### src/rtl/rx_engine_pkg.sv
// -----------------------------------------------------------------------------
// rx_engine_pkg
// Shared definitions for the UART receive engine: FSM state encoding, the
// longest frame the shift register holds, the default width of the
// clocks-per-bit input (shared with the transmit engine) and a helper that
// computes the frame length after the start bit.
// -----------------------------------------------------------------------------
package rx_engine_pkg;

  localparam int KW_DEFAULT = 19;  // width of BAUD_K
  localparam int FRAME_MAX  = 10;  // 8 data + parity + stop

  typedef enum logic [1:0] {
    IDLE  = 2'd0,
    START = 2'd1,
    DATA  = 2'd2
  } rx_state_t;

  // Bits sampled after the start bit: data bits + optional parity + stop.
  function automatic logic [3:0] frame_len(input logic eight, input logic pen);
    return 4'd8 + {3'd0, eight} + {3'd0, pen};
  endfunction

endpackage

### src/rtl/rx_bit_timer.sv
// -----------------------------------------------------------------------------
// rx_bit_timer
// Bit-time counter for the receive engine. While run=1 it counts clocks and
// pulses btu for one cycle every BAUD_K clocks (every BAUD_K>>1 clocks when
// half=1), wrapping to 0 on that pulse. run=0 holds the count at 0.
//
// Ports
//   clk     in   system clock
//   reset   in   synchronous, active-high reset
//   run     in   enable counting; 0 holds the count at 0
//   half    in   1 = half-bit terminal count (start-bit centring)
//   BAUD_K  in   clocks per bit time (>= 2)
//   btu     out  one-cycle bit-time-up pulse
// -----------------------------------------------------------------------------
module rx_bit_timer
  import rx_engine_pkg::*;
#(
  parameter int KW = KW_DEFAULT
) (
  input  logic          clk,
  input  logic          reset,
  input  logic          run,
  input  logic          half,
  input  logic [KW-1:0] BAUD_K,
  output logic          btu
);

  logic [KW-1:0] cnt_q;
  logic [KW-1:0] term;

  // The pulse fires on the cycle the count would reach the terminal value,
  // so one full period is exactly 'term' clocks.
  always_comb begin
    term = half ? (BAUD_K >> 1) : BAUD_K;
    btu  = run && (cnt_q == term - KW'(1));
  end

  // NOTE: sequential state is written with <= so every flop samples the
  // pre-edge values regardless of statement order.
  always_ff @(posedge clk) begin
    if (reset || !run || btu) cnt_q <= '0;
    else                      cnt_q <= cnt_q + KW'(1);
  end

endmodule

### src/rtl/rx_engine.sv
// -----------------------------------------------------------------------------
// rx_engine
// UART receive engine. Synchronises the RX line, finds the start bit, samples
// 7 or 8 data bits (plus optional parity and the stop bit) mid-bit, and
// presents the character with sticky ready / parity / framing / overflow
// flags until the processor acknowledges with clr_rdy.
//
// Ports
//   clk      in   system clock
//   reset    in   synchronous, active-high reset
//   RX       in   serial line, idles high
//   BAUD_K   in   clocks per bit time (>= 2)
//   EIGHT    in   1 = 8 data bits, 0 = 7 data bits
//   PEN      in   1 = parity bit present
//   OHEL     in   1 = odd parity, 0 = even parity
//   clr_rdy  in   one-cycle acknowledge; clears RX_RDY and all error flags
//   RX_DATA  out  received character (bit 7 = 0 in 7-bit mode)
//   RX_RDY   out  character available, sticky
//   PERR     out  parity error, sticky
//   FERR     out  framing error (stop bit 0), sticky
//   OVF      out  frame completed while RX_RDY was already set, sticky
// -----------------------------------------------------------------------------
module rx_engine
  import rx_engine_pkg::*;
#(
  parameter int KW    = KW_DEFAULT,
  parameter int NSYNC = 2
) (
  input  logic          clk,
  input  logic          reset,
  input  logic          RX,
  input  logic [KW-1:0] BAUD_K,
  input  logic          EIGHT,
  input  logic          PEN,
  input  logic          OHEL,
  input  logic          clr_rdy,
  output logic [7:0]    RX_DATA,
  output logic          RX_RDY,
  output logic          PERR,
  output logic          FERR,
  output logic          OVF
);

  // ---------------------------------------------------------------- sync
  logic [NSYNC-1:0] sync_q;
  logic             rxs;

  // Flops reset to 1 so the idle-high line never looks like a start bit.
  always_ff @(posedge clk) begin
    if (reset) sync_q <= '1;
    else       sync_q <= NSYNC'({sync_q, RX});
  end

  assign rxs = sync_q[NSYNC-1];

  // ---------------------------------------------------------------- timer
  logic run, half, btu;

  rx_bit_timer #(.KW(KW)) u_timer (
    .clk    (clk),
    .reset  (reset),
    .run    (run),
    .half   (half),
    .BAUD_K (BAUD_K),
    .btu    (btu)
  );

  // ---------------------------------------------------------------- FSM
  rx_state_t              state_q, state_d;
  logic                   sample, done;
  logic [3:0]             bitcnt_q, n_bits;
  logic [FRAME_MAX-1:0]   sr_q, sr_next;

  assign n_bits  = frame_len(EIGHT, PEN);
  assign sr_next = FRAME_MAX'({rxs, sr_q} >> 1);

  always_ff @(posedge clk) begin
    if (reset) state_q <= IDLE;
    else       state_q <= state_d;
  end

  // NOTE: every signal assigned here gets a default first, so no path
  // through the case can leave one unassigned and infer a latch.
  always_comb begin
    state_d = state_q;
    run     = 1'b0;
    half    = 1'b0;
    sample  = 1'b0;
    done    = 1'b0;
    unique case (state_q)
      IDLE: begin
        if (!rxs) state_d = START;
      end
      START: begin
        run  = 1'b1;
        half = 1'b1;
        // Mid start bit: still low means a real start, otherwise a glitch.
        if (btu) state_d = rxs ? IDLE : DATA;
      end
      DATA: begin
        run = 1'b1;
        if (btu) begin
          sample = 1'b1;
          // '>=' keeps the FSM returning to IDLE even if the frame length
          // is changed mid-frame.
          if (bitcnt_q + 4'd1 >= n_bits) begin
            done    = 1'b1;
            state_d = IDLE;
          end
        end
      end
      default: state_d = IDLE;
    endcase
  end

  always_ff @(posedge clk) begin
    if (reset || state_q == IDLE) bitcnt_q <= '0;
    else if (sample)              bitcnt_q <= bitcnt_q + 4'd1;
  end

  // NOTE: the shift register is reset like any control flop; a reset in
  // mid-frame discards the partial character.
  always_ff @(posedge clk) begin
    if (reset)       sr_q <= '1;
    else if (sample) sr_q <= sr_next;
  end

  // ---------------------------------------------------------------- remap
  // Evaluated from sr_next so the final (stop) sample is included on the
  // done cycle itself.
  logic [8:0] aligned;
  logic [7:0] data;
  logic       par_bit, perr_new, ferr_new;

  always_comb begin
    aligned  = 9'(sr_next >> (4'(FRAME_MAX) - n_bits));
    data     = EIGHT ? aligned[7:0] : {1'b0, aligned[6:0]};
    par_bit  = EIGHT ? aligned[8] : aligned[7];
    perr_new = PEN & (par_bit != (^data ^ OHEL));
    ferr_new = ~sr_next[FRAME_MAX-1];
  end

  // ---------------------------------------------------------------- outputs
  always_ff @(posedge clk) begin
    if (reset) begin
      RX_DATA <= '0;
      RX_RDY  <= 1'b0;
      PERR    <= 1'b0;
      FERR    <= 1'b0;
      OVF     <= 1'b0;
    end else if (done) begin
      RX_DATA <= data;
      RX_RDY  <= 1'b1;
      if (clr_rdy) begin
        // Acknowledge lands with a new frame: report this frame only.
        PERR <= perr_new;
        FERR <= ferr_new;
        OVF  <= 1'b0;
      end else begin
        PERR <= PERR | perr_new;
        FERR <= FERR | ferr_new;
        OVF  <= OVF | RX_RDY;
      end
    end else if (clr_rdy) begin
      RX_RDY <= 1'b0;
      PERR   <= 1'b0;
      FERR   <= 1'b0;
      OVF    <= 1'b0;
    end
  end

endmodule

### config.mk
export PLATFORM = sky130hd
export DESIGN_NAME = rx_engine
export DESIGN_NICKNAME = d
export VERILOG_FILES = /design/src/rtl/rx_engine_pkg.sv /design/src/rtl/rx_bit_timer.sv /design/src/rtl/rx_engine.sv
export SDC_FILE = /design/constraint.sdc
export NUM_CORES = 1
export LEC_CHECK = 0
export CAP_MARGIN = 0
export CORE_MARGIN = 10
export CORE_UTILIZATION = 40
export CTS_CLUSTER_DIAMETER = 60
export DETAILED_ROUTE_END_ITERATION = 7
export DONT_BUFFER_PORTS = 1
export SLEW_MARGIN = 20
export SYNTH_ARGS = -nofsm -noshare
export SYNTH_HDL_FRONTEND = slang
export SYNTH_SLANG_ARGS = --single-unit
### constraint.sdc
create_clock -name clk -period 5.25 [get_ports clk]
set_clock_uncertainty 0.2 [all_clocks]
set_input_delay 0.2625 -clock clk [delete_from_list [all_inputs] [get_ports clk]]
set_output_delay 0.2625 -clock clk [all_outputs]
set_load 0.01 [all_outputs]
**Word level (Yosys, flattened, before mapping)**

Index checks and enable logic that the tools add are counted.

- Add/subtract/negate cells: 6
- Order comparisons: 1
- Equality and inequality tests: 8
- Shifts and indexed selects: 1
- Mux-type cells: 24
- Bitwise gates (word level): 6
- Reductions and logical operators: 10

Operator list:

| kind | number |
|---|---|
| $add 19x1->19 const B | 1 |
| $eq 19x19->1 | 1 |
| $mux 19 | 1 |
| $sub 19x1->19 const B | 1 |
| $mux 1 | 16 |
| $mux 2 | 5 |
| $shr 10x4->9 | 1 |
| $mux 8 | 1 |
| $reduce_xor 8->1 | 1 |
| $pmux 2 s3 | 1 |
| $add 4x1->4 | 1 |
| $add 4x1->4 const A | 1 |
| $add 4x1->4 const B | 1 |
| $ge 4x4->1 | 1 |
| $ne 2x1->1 const B | 2 |
| $ne 2x2->1 const B | 2 |
| $reduce_and 4->1 | 1 |
| $sub 4x4->4 const A | 1 |
| $logic_or 1x1->1 | 3 |
| $or 1x1->1 | 3 |
| $eq 2x1->1 const B | 1 |
| $eq 2x2->1 const B | 1 |
| $logic_not 2->1 | 1 |
| $reduce_bool 2->1 | 1 |
| 7 further kinds | 7 |

- Flip-flop bits (word level): 49
- Input port bits: 26
- Output and inout bits: 12
- Logic and storage cells: 66

**Depth between registers and ports, before layout**

Gate-level depths: netlist of the first run.

- Depth after elaboration: 12
- Depth in mapped cells: 17
- Depth with buffers taken out: 13

**Modules after synthesis**

From an unflattened synthesis of the first run, not the netlist that was laid out.

- Cell total of the unflattened synthesis: 486
- Area total of the unflattened synthesis: 3956.3 µm²

By module, submodules not included:

| module | times used | cells an instance | area an instance (µm²) |
|---|---|---|---|
| rx_bit_timer | 1 | 286 | 2209.6 |
| rx_engine | 1 | 200 | 1746.7 |

**Worst setup path after synthesis of the first run**

Ideal clock, no wire load.

- Path type: register to register
- Start: register state_q[1]
- End: register sr_q[9]
- Arrival time: 3875 ps
- Data required time: 4920 ps
- Slack: 1045 ps
- Stages on the path, launching flop included: 17
- Buffers on the path: 3
- Period minus slack after synthesis: 4205 ps
- Path through: dfxtp_1 > inv_1 > ha_1 > buf_2 > buf_2 > mux2i_1 > ha_1 > nor3b_1 > nand4_1 > or4_1 > nand4_1 > nand4_1 > or3_4 > nor4_4 > buf_6 > mux2i_1 > nand2_1

- Word-level cells in the longest chain between the ends: 8
- Elaborated cells between the ends (all ways): 11

RTL lines:

| what | RTL line | text |
|---|---|---|
| start, declared | rx_engine.sv:69 | `rx_state_t state_q, state_d;` |
| start signal, assigned | rx_engine.sv:79 | `else state_q <= state_d;` |
| $eq 2x1->1 | rx_engine.sv:90 | `unique case (state_q)` |
| $mux 1 | rx_engine.sv:90 |  |
| $mux 19 | rx_bit_timer.sv:34 | `term = half ? (BAUD_K >> 1) : BAUD_K;` |
| $sub 19x1->19 | rx_bit_timer.sv:35 | `btu = run && (cnt_q == term - KW'(1));` |
| $eq 19x19->1 | rx_bit_timer.sv:35 |  |
| $logic_and 1x1->1 | rx_bit_timer.sv:35 |  |
| $mux 1 | rx_engine.sv:102 | `if (btu) begin` |
| $mux 1 * | rx_engine.sv:90 |  |
| end signal, assigned | rx_engine.sv:125 | `else if (sample) sr_q <= sr_next;` |
| end, declared | rx_engine.sv:72 | `logic [FRAME_MAX-1:0] sr_q, sr_next;` |

Every way passes the cells marked *; elsewhere a longest branch is shown, timed or not.
A chain may end at the register's enable or synchronous reset.

**Worst setup path after layout of the first run**

- Start: register state_q[1]
- End: register PERR

- Word-level cells in the longest chain between the ends: 9
- Elaborated cells between the ends (all ways): 13

RTL lines:

| what | RTL line | text |
|---|---|---|
| $eq 2x1->1 | rx_engine.sv:90 |  |
| $mux 1 | rx_engine.sv:90 |  |
| $mux 19 | rx_bit_timer.sv:34 |  |
| $sub 19x1->19 | rx_bit_timer.sv:35 |  |
| $eq 19x19->1 | rx_bit_timer.sv:35 |  |
| $logic_and 1x1->1 | rx_bit_timer.sv:35 |  |
| $mux 1 | rx_engine.sv:102 |  |
| $mux 1 * | rx_engine.sv:90 |  |
| $mux 1 / $reduce_bool 2->1 (equally long branches) | -- |  |
| end signal, assigned | rx_engine.sv:156 | `PERR <= perr_new;` |
| end signal, assigned | rx_engine.sv:160 | `PERR <= PERR \| perr_new;` |
| end, declared | rx_engine.sv:39 | `output logic PERR,` |

Marks and branches as above.

==> results of run 1 <==
[final cells by class]
class                   instances  area (µm²)  area share
clock buffers                   5        68.8      0.0177
clock inverters                 3        68.8      0.0177
inverters                      22        82.6      0.0213
multi-input cells             348        2470       0.635
flip-flops and latches         48         961       0.247
well taps                     108         135      0.0348
repair buffers                 12         103      0.0264
[worst min-delay path, delay by kind of cell]
kind	cells	cell delay [ps]
AND/OR/NAND/NOR	2	170
multiplexers	1	60
[metrics by stage]
stage / utilization / hold WS [ps] / worst slack [ps] / area, µm²
after detailed placement: 0.416 / 138 / 563 / 3660
final: 0.441 / 17.4 / 414 / 3880
after global placement: 0.416 / 137 / 732 / 3660
after global routing: 0.441 / 56.1 / 106 / 3880
after CTS: 0.437 / 6.14 / 147 / 3850
after floorplan: - / 141 / 1050 / 3640
[state kept, by name, summed over array words and instances (netlist names)]
| register | count |
|---|---|
| bitcnt_q | 4 |
| state_q | 2 |
| OVF | 1 |
| u_timer.cnt_q | 19 |
| RX_RDY | 1 |
| FERR | 1 |
| sr_q | 9 |
| RX_DATA | 8 |
| PERR | 1 |
| sync_q | 2 |
[final timing paths]
| kind | start | endpoint | cells past startpoint | slack [ps] |
|---|---|---|---|---|
| hold / removal | EIGHT | RX_DATA[7]$_SDFFE_PP0P_ | 3 | 20 |
| setup / recovery | state_q[1]$_SDFFE_PP0P_ | PERR$_SDFFE_PP0P_ | 14 | 410 |
| setup reg to reg | state_q[1]$_SDFFE_PP0P_ | PERR$_SDFFE_PP0P_ | 14 | 410 |
| hold reg to reg | sync_q[0]$_SDFF_PP1_ | sync_q[1]$_SDFF_PP1_ | 1 | 210 |
[power by group through the flow]
stage          clock network [mW]  registers [mW]  logic, mW
2_1_floorplan                   0           0.374      0.107
5_1_grt                     0.347           0.367      0.138
6_report                    0.323           0.367      0.124
3_5_place_dp                    0           0.375      0.118
3_3_place_gp                    0           0.375      0.117
4_1_cts                     0.334           0.367      0.123
[cells by family after synthesis]
group | after synthesis | synth area share
buf+inv | 39 | 0.0591
simple gates | 180 | 0.282
xor+xnor | 47 | 0.113
mux | 37 | 0.103
flops | 48 | 0.264
compound gates | 74 | 0.144
fa+ha+maj | 10 | 0.0344
[cell usage after synthesis (2+ instances only)]
master,instances
dfxtp_1,48
nor2_1,43
mux2i_1,32
xnor2_1,28
nand2_1,24
inv_1,21
nand3_1,21
xor2_1,19
o21ai_0,15
a21oi_1,14
nor3_1,13
ha_1,10
and3_1,9
nand4_1,9
clkbuf_1,6
a211oi_1,5
a221oi_1,5
mux2_2,5
nor2b_1,5
nor4_1,5
or3_1,5
and3_2,4
clkbuf_8,4
nand2b_1,4
nor3b_1,4
o211ai_1,4
or2_2,4
a311oi_1,3
a31oi_1,3
and2_1,3
buf_2,3
o22ai_1,3
or2b_2,3
a21boi_0,2
and2b_2,2
and4_1,2
buf_6,2
nand3b_1,2
nand4b_1,2
nor3_2,2
nor4b_1,2
o221a_2,2
o31ai_1,2
or4_4,2
[routing by layer]
metal	vias up	track usage
li1	1583	-
met1	1507	0.177
met2	71	0.215
met3	13	0.0470
met4	0	0.0363
met5	-	0
[repair_timing]
action / in CTS / in global routing
endpoints found under the hold margin: 18 / 0
hold buffers: 5 / 0
buffers inserted: 0 / 5
endpoints found under the setup margin: 0 / 1
==> impl_metrics.yaml, run 1 <==
status:
  status: "complete, no violations"
power:
  p_seq_frac: 0.451
  ir_drop_mv: 0.102
  powerDensity_nw_per_um2: 210
  switching_share: 0.249
  p_switching_uw: 203
  power.leakage_nw: 1.30
  pwr-share-comb: 0.153
  internal_power_uw: 611
  clock_power_share: 0.397
  power_uw: 814
critical_path:
  cp_slowest_stage_delay_ps: 580
  slowest_stage: "dlygate4sd3_1"
  critical_path_class: "reg -> reg"
  critPathCaptureType: "flip-flop"
  critPathArrivalTime_ps: 4890
  crit_path_start_kind: "flip-flop"
  worstPathMaxFanout: 8
  path_buf_inv: 2
  path_cells: "inv_1 > ha_1 > mux2i_1 > ha_1 > nor3b_1 > nand4_1 > or4_1 > nand4_1 > o21ai_0 > or4_4 > nor3_4 > nand3_1 > a21oi_1 > dlygate4sd3_1"
  required_ps: 5310
  cp_top_family: "simple AND/OR/NAND/NOR gates"
clock_tree:
  post_cts_resized: 0
  numClockSinks: 48
  clockBufferDepth: 2
  numCtsBuffers: 5
  worstSkewPairLatency_ps: 310
  path_clk_slew_ps: 100
  cts_root_buffer: "clkbuf_8"
  cts_tree: "done"
  cts_htree_levels: 2
die:
  io_pins: 38
  dieHeight_um: 115
  die_w_um: 115
  initial_utilization: 0.414
  rows: 34
  placeableCoreArea_um2: 8810
  die-area_um2: 13300
final_layout:
  final_nets: 473
  layout-drive-gt1-share: 0.114
  stdcell_count: 546
  insertedDiodeCount: 0
  area.growth.synth_to_final_pct: 6.66
  final_common_cell: "dfxtp_1"
  mostFrequentLayoutCells: "dfxtp_1, nor2_1, mux2i_1"
  fillers: 875
detailed_routing:
  top_layer_used: "met4"
  route.detailed.drc: 0
  via_per_inst: 5.81
  num_vias: 3174
  wl_mm: 9.17
  wl_per_cell_um: 16.8
  firstDrtPassIters: 4
  antenna_left: 0
  wl_met1_mm: 4.31
  wl_met3_um: 650
  wl_met2_mm: 4.07
  drtIter0Drc: 235
yosys:
  syn_avg_cell_area_um2: 8.37
  syn_area_um2: 3640
  yosys_warnings: 0
  syn-instance-count: 435
  synthArstFlopShare: 0
  yosysTopAreaCell: "dfxtp_1"
  ys.flop_type: "dfxtp_1"
  yosysUniqueCellTypes: 73
  synth_area_leaders: "dfxtp_1, mux2i_1, xnor2_1"
  syn_nets: 471
  yosys_register_bits: 48
  yosysTopAreaCellShare: 0.264
  ys_seq_area_frac: 0.264
  synth_edf_count: 0
placed_design:
  gp_congestion: 0.878
  dp_hpwl_mm: 7.11
  io_buffer_count: 0
  dp_cells: 528
timing:
  clock.fmax_mhz: 207
  period_share: 0.921
  slew_viol_final: 0
  hold_viol_final: 0
  setup_viol: 0
  relSlewSlack: 0.571
  setup_tns_ps: 0
  fin_crit_ps: 4840
  rsz0062_at_grt: "false"
  worst_slew_pin_slew_ps: 641
run:
  cap_violations: 0
global_route:
  grt_max_degree: 35
  grt_overflow: 0
  grt_usage: 0.138
  antenna_found_initial: 0
  grt_pass1_wl_mm: 15.0
  grt_pass1_vias: 2918
min_path:
  hold_path_class: "in -> reg"
No activity file was read; power rests on OpenSTA's default activity.
==> run 2: changes to the inputs <==
--- a/config.mk
+++ b/config.mk
@@ -6,11 +6,14 @@
 export NUM_CORES = 1
 export LEC_CHECK = 0
 export CAP_MARGIN = 0
+export CELL_PAD_IN_SITES_DETAIL_PLACEMENT = 0
+export CELL_PAD_IN_SITES_GLOBAL_PLACEMENT = 1
 export CORE_MARGIN = 10
-export CORE_UTILIZATION = 40
+export CORE_UTILIZATION = 49
 export CTS_CLUSTER_DIAMETER = 60
 export DETAILED_ROUTE_END_ITERATION = 7
 export DONT_BUFFER_PORTS = 1
+export PLACE_DENSITY_LB_ADDON = 0.1
 export SLEW_MARGIN = 20
 export SYNTH_ARGS = -nofsm -noshare
 export SYNTH_HDL_FRONTEND = slang
==> run 2 against run 1 <==
Register-to-register slack better by 96 ps; clock power is 5% lower; critical path depth stayed put; highest routed layer unchanged.
==> impl_metrics.yaml, run 2 (synthesis gave the netlist of run 1 again) <==
timing:
  period_share: 0.903
  rsz0062_at_grt: "false"
  relSlewSlack: 0.554
  setup_viol: 0
  worst_slew_pin_slew_ps: 666
  slew_viol_final: 0
  setup_tns_ps: 0
  clock.fmax_mhz: 211
  hold_viol_final: 0
  holdWs_ps: 13.2
  fin_crit_ps: 4740
  finalWorstSetupSlack_ps: 510
die:
  die_w_um: 106
  rows: 31
  io_pins: 38
  initial_utilization: 0.502
  placeableCoreArea_um2: 7250
  dieHeight_um: 106
  die-area_um2: 11300
global_route:
  antenna_found_initial: 0
  grt_pass1_wl_mm: 15.3
  grt_overflow: 0
  grt_usage: 0.162
  grt_max_degree: 37
  grt_pass1_vias: 2988
detailed_routing:
  antenna_left: 0
  via_per_inst: 5.93
  route.detailed.drc: 0
  wl_mm: 9.28
  firstDrtPassIters: 4
  drtIter0Drc: 145
  wl_per_cell_um: 17.3
  num_vias: 3171
min_path:
  holdCritStartpoint: "clr_rdy"
  hold_path_class: "in -> reg"
  whs_endpoint: "FERR$_SDFFE_PP0P_"
  whs_path_depth: 3
critical_path:
  critPathArrivalTime_ps: 4780
  cp_top_family: "simple AND/OR/NAND/NOR gates"
  critical_path_class: "reg -> reg"
  crit_path_start_kind: "flip-flop"
  cp_slowest_stage_delay_ps: 570
  critPathCaptureType: "flip-flop"
  r2r_cells: 14
  required_ps: 5290
  path_depth: 14
  regToRegSetupSlack_ps: 510
  reg2reg_to: "PERR$_SDFFE_PP0P_"
  path_cells: "inv_1 > ha_1 > mux2i_1 > ha_1 > nor3b_1 > nand4_1 > or4_1 > nand4_1 > o21ai_0 > or4_4 > nor3_4 > nand3_1 > a21oi_1 > dlygate4sd3_1"
  worstPathMaxFanout: 7
  path_buf_inv: 2
  r2r-start: "state_q[1]$_SDFFE_PP0P_"
  slowest_stage: "dlygate4sd3_1"
final_layout:
  final_area_um2: 3860
  largest_reg_flops: 19
  fillers: 741
  final_nets: 472
  largest_register: "u_timer.cnt_q"
  layout-drive-gt1-share: 0.110
  insertedDiodeCount: 0
  area.growth.synth_to_final_pct: 5.91
  final_util: 0.532
  top_regs: "u_timer.cnt_q: 19 flops, sr_q: 9 flops, RX_DATA: 8 flops"
  final_common_cell: "dfxtp_1"
  mostFrequentLayoutCells: "dfxtp_1, nor2_1, mux2i_1"
  stdcell_count: 535
placed_design:
  preCtsSetupSlack_ps: 661
  io_buffer_count: 0
  place_area_um2: 3650
  dp_hpwl_mm: 7.15
  dp_cells: 519
  gp_congestion: 0.901
power:
  ir_drop_mv: 0.109
  power.leakage_nw: 1.29
  power_uw: 799
  powerDensity_nw_per_um2: 207
clock_tree:
  path_clk_slew_ps: 90
  post_cts_resized: 0
  worstSkewPairLatency_ps: 300
  numClockSinks: 48
  cts_root_buffer: "clkbuf_8"
  numCtsBuffers: 5
  cts_htree_levels: 2
  cts_tree: "done"
  clockBufferDepth: 2
run:
  cap_violations: 0
status:
  status: "complete, no violations"
run 2: cell types whose count changed in the layout (fill, tap and decap cells not counted):
cell / delta
inv_6: -1
buf_4: -1
run 2: worst max path at each step:
stage                                  startpoint                      end  slack (ps)
after global placement    state_q[1]$_SDFFE_PP0P_  RX_DATA[2]$_SDFFE_PP0P_         780
final                     state_q[1]$_SDFFE_PP0P_        PERR$_SDFFE_PP0P_         510
after global routing      state_q[1]$_SDFFE_PP0P_        PERR$_SDFFE_PP0P_         110
after detailed placement  state_q[1]$_SDFFE_PP0P_  RX_DATA[2]$_SDFFE_PP0P_         660
after CTS                 state_q[1]$_SDFFE_PP0P_        PERR$_SDFFE_PP0P_         230
after floorplan           state_q[1]$_SDFFE_PP0P_     sr_q[9]$_SDFFE_PP1P_        1050
run 2: worst min-delay path: stages:
cell	delay [ps]
nor2b_1	20
a21oi_1	130
nor2_1	50
run 2: layout make-up:
class / instances / area, µm² / area share
clock buffer: 5 / 68.8 / 0.0178
clock inverter: 2 / 60.1 / 0.0156
inverter: 22 / 82.6 / 0.0214
multi-input combinational: 348 / 2470 / 0.639
sequential: 48 / 961 / 0.249
tap: 99 / 124 / 0.0321
timing repair buffer: 11 / 95.1 / 0.0247
run 2: per-layer routing:
metal,vias up,track usage,wire (µm)
li1,1578,-,-
met1,1508,0.221,4420
met2,77,0.250,4160
met3,8,0.0423,591
met4,0,0.0406,107
met5,-,0,0
run 2: report_power, final:
part / leakage [nW] / internal (mW) / switching, mW
clock network: 0.0642 / 0.187 / 0.120
logic: 0.843 / 0.0544 / 0.0709
registers: 0.387 / 0.365 / 0.00169
total: 1.29 / 0.607 / 0.192
run 2: timing repair:
action | 4_1_cts | 5_1_grt
endpoints found under the hold margin | 18 | 0
endpoints found under the setup margin | 0 | 1
buffers inserted | 0 | 4
hold buffers | 5 | 0
==> run 3: changes to the inputs <==
==> constraint.sdc (replaced) <==
create_clock -name clk -period 5.25 [get_ports clk]
set_clock_uncertainty 0.2 [all_clocks]
set_input_delay 1.575 -clock clk [delete_from_list [all_inputs] [get_ports clk]]
set_output_delay 1.575 -clock clk [all_outputs]
set_load 0.01 [all_outputs]
==> run 3 against run 2 <==
Cell area is 2.9% lower; register-to-register slack better by 300 ps; critical path depth is 2 lower; flip-flop and latch count stayed put; largest cell class unchanged; non-clock buffer count is 7 lower; routed wire length is 3.3% lower; die area stayed put; utilization is 1.6 points lower.
==> impl_metrics.yaml, run 3 (synthesis gave the netlist of run 1 again) <==
status:
  status: "complete, no violations"
critical_path:
  crit_path_start_kind: "input pin"
  worstPathMaxFanout: 11
  critPathCaptureType: "flip-flop"
  critical_path_class: "in -> reg"
  reg2reg_to: "RX_DATA[0]$_SDFFE_PP0P_"
  cp_slowest_stage_delay_ps: 580
  path_buf_inv: 1
  endpoint: "RX_DATA[0]$_SDFFE_PP0P_"
  critPathArrivalTime_ps: 4830
  worst_path_most_repeated_cell: "mux2i_1"
  r2r_cells: 14
  regToRegSetupSlack_ps: 810
  required_ps: 5250
  path_depth: 12
  startpoint: "BAUD_K[1]"
  cp_top_family: "simple AND/OR/NAND/NOR gates"
  slowest_stage: "or4_4"
  path_cells: "mux2i_1 > ha_1 > nor3b_1 > nand3_1 > o311ai_2 > o32a_2 > nand4_1 > or4_4 > nor3_4 > buf_4 > mux2i_1 > nor2_1"
  r2r-start: "state_q[1]$_SDFFE_PP0P_"
timing:
  period_share: 0.922
  relSlewSlack: 0.575
  setup_tns_ps: 0
  hold_viol_final: 0
  clock.fmax_mhz: 207
  rsz0062_at_grt: "false"
  slew_viol_final: 0
  fin_crit_ps: 4840
  worst_slew_pin_slew_ps: 637
  setup_viol: 0
global_route:
  gr-usage-met1: 0.217
  antenna_found_initial: 0
  use_met2: 0.237
  grt_overflow: 0
  use_met3: 0.0405
  grt_pass1_wl_mm: 14.7
  grt_usage: 0.157
  grt_max_degree: 37
  top_usage_layer: "met2"
  grt_pass1_vias: 2846
detailed_routing:
  wl_per_cell_um: 17.0
  num_vias: 3053
  firstDrtPassIters: 4
  antenna_left: 0
  via_per_inst: 5.78
  route.detailed.drc: 0
  drtIter0Drc: 130
  wl_mm: 8.97
final_layout:
  fillers: 711
  largest_register: "u_timer.cnt_q"
  layout-drive-gt1-share: 0.107
  stdcell_count: 528
  multiInputGateArea_um2: 2470
  top_regs: "u_timer.cnt_q: 19 flops, sr_q: 9 flops, RX_DATA: 8 flops"
  insertedDiodeCount: 0
  seq_area_um2: 961
  largest_reg_flops: 19
  final_nets: 465
  mostFrequentLayoutCells: "dfxtp_1, nor2_1, mux2i_1"
  final_common_cell: "dfxtp_1"
  area.growth.synth_to_final_pct: 2.82
clock_tree:
  cts_htree_levels: 2
  post_cts_resized: 0
  path_clk_slew_ps: 90
  numCtsBuffers: 5
  clockBufferDepth: 2
  post_cts_buffers: 0
  cts_root_buffer: "clkbuf_8"
  cts_tree: "done"
  worstSkewPairLatency_ps: 300
  postCtsHoldBufs: 0
  numClockSinks: 48
die:
  die-area_um2: 11300
  die_w_um: 106
  rows: 31
  placeableCoreArea_um2: 7250
  dieHeight_um: 106
  initial_utilization: 0.502
  io_pins: 38
placed_design:
  dp_hpwl_mm: 7.07
  io_buffer_count: 0
  gp_congestion: 0.854
  dp_cells: 521
min_path:
  hold_path_class: "reg -> reg"
  whs_path_depth: 1
power:
  power.leakage_nw: 1.23
  powerDensity_nw_per_um2: 187
  ir_drop_mv: 0.115
run:
  cap_violations: 0
==> run 3: cell count changes in the layout (fill, tap and decap cells not counted) <==
cell,delta
clkinvlp_4,+1
buf_4,-2
clkinv_2,+1
dlygate4sd3_1,-5
bufinv_16,-2
==> run 3: through the flow <==
stage | worst slack, ps | util | power [mW] | hold slack (ps) | cell area [µm²]
floorplan | 531 | - | 0.482 | 189 | 3640
global placement | 163 | 0.505 | 0.494 | 194 | 3660
detailed placement | 164 | 0.505 | 0.494 | 193 | 3660
CTS | 470 | 0.516 | 0.709 | 214 | 3740
global route | 149 | 0.516 | 0.740 | 239 | 3740
finish | 411 | 0.516 | 0.700 | 214 | 3740
==> run 3: worst min path at each step <==
stage / from / end / slack, ps
final: sync_q[0]$_SDFF_PP1_ / sync_q[1]$_SDFF_PP1_ / 210
after global routing: sync_q[0]$_SDFF_PP1_ / sync_q[1]$_SDFF_PP1_ / 240
after CTS: sync_q[0]$_SDFF_PP1_ / sync_q[1]$_SDFF_PP1_ / 210
after detailed placement: sync_q[0]$_SDFF_PP1_ / sync_q[1]$_SDFF_PP1_ / 190
after global placement: sync_q[0]$_SDFF_PP1_ / sync_q[1]$_SDFF_PP1_ / 190
after floorplan: sync_q[0]$_SDFF_PP1_ / sync_q[1]$_SDFF_PP1_ / 190
==> run 3: cell type report <==
cell class	count	area share
Timing Repair Buffer	4	0.00802
Multi-Input combinational cell	348	0.659
Tap cell	99	0.0331
Sequential cell	48	0.257
Inverter	22	0.0221
Clock buffer	5	0.0184
Clock inverter	2	0.00334
==> run 3: layer usage <==
layer | wire [µm] | share of wire
met1 | 4520 | 0.50
met2 | 3900 | 0.44
met3 | 457 | 0.051
met4 | 86 | 0.0096
met5 | 0 | 0
==> run 3: worst register-to-register path, cell delays in order (launching register included) <==
cell	delay, ps
dfxtp_1	340
inv_1	80
ha_1	350
mux2i_1	330
ha_1	260
nor3b_1	430
nand3_1	280
o311ai_2	430
o32a_2	230
nand4_1	120
or4_4	580
nor3_4	220
buf_4	230
mux2i_1	210
nor2_1	60
==> run 3: power by group <==
part / switching (mW) / internal, mW
clock: 0.123 / 0.0904
combinational: 0.0678 / 0.0525
sequential: 0.00173 / 0.365
total: 0.192 / 0.508
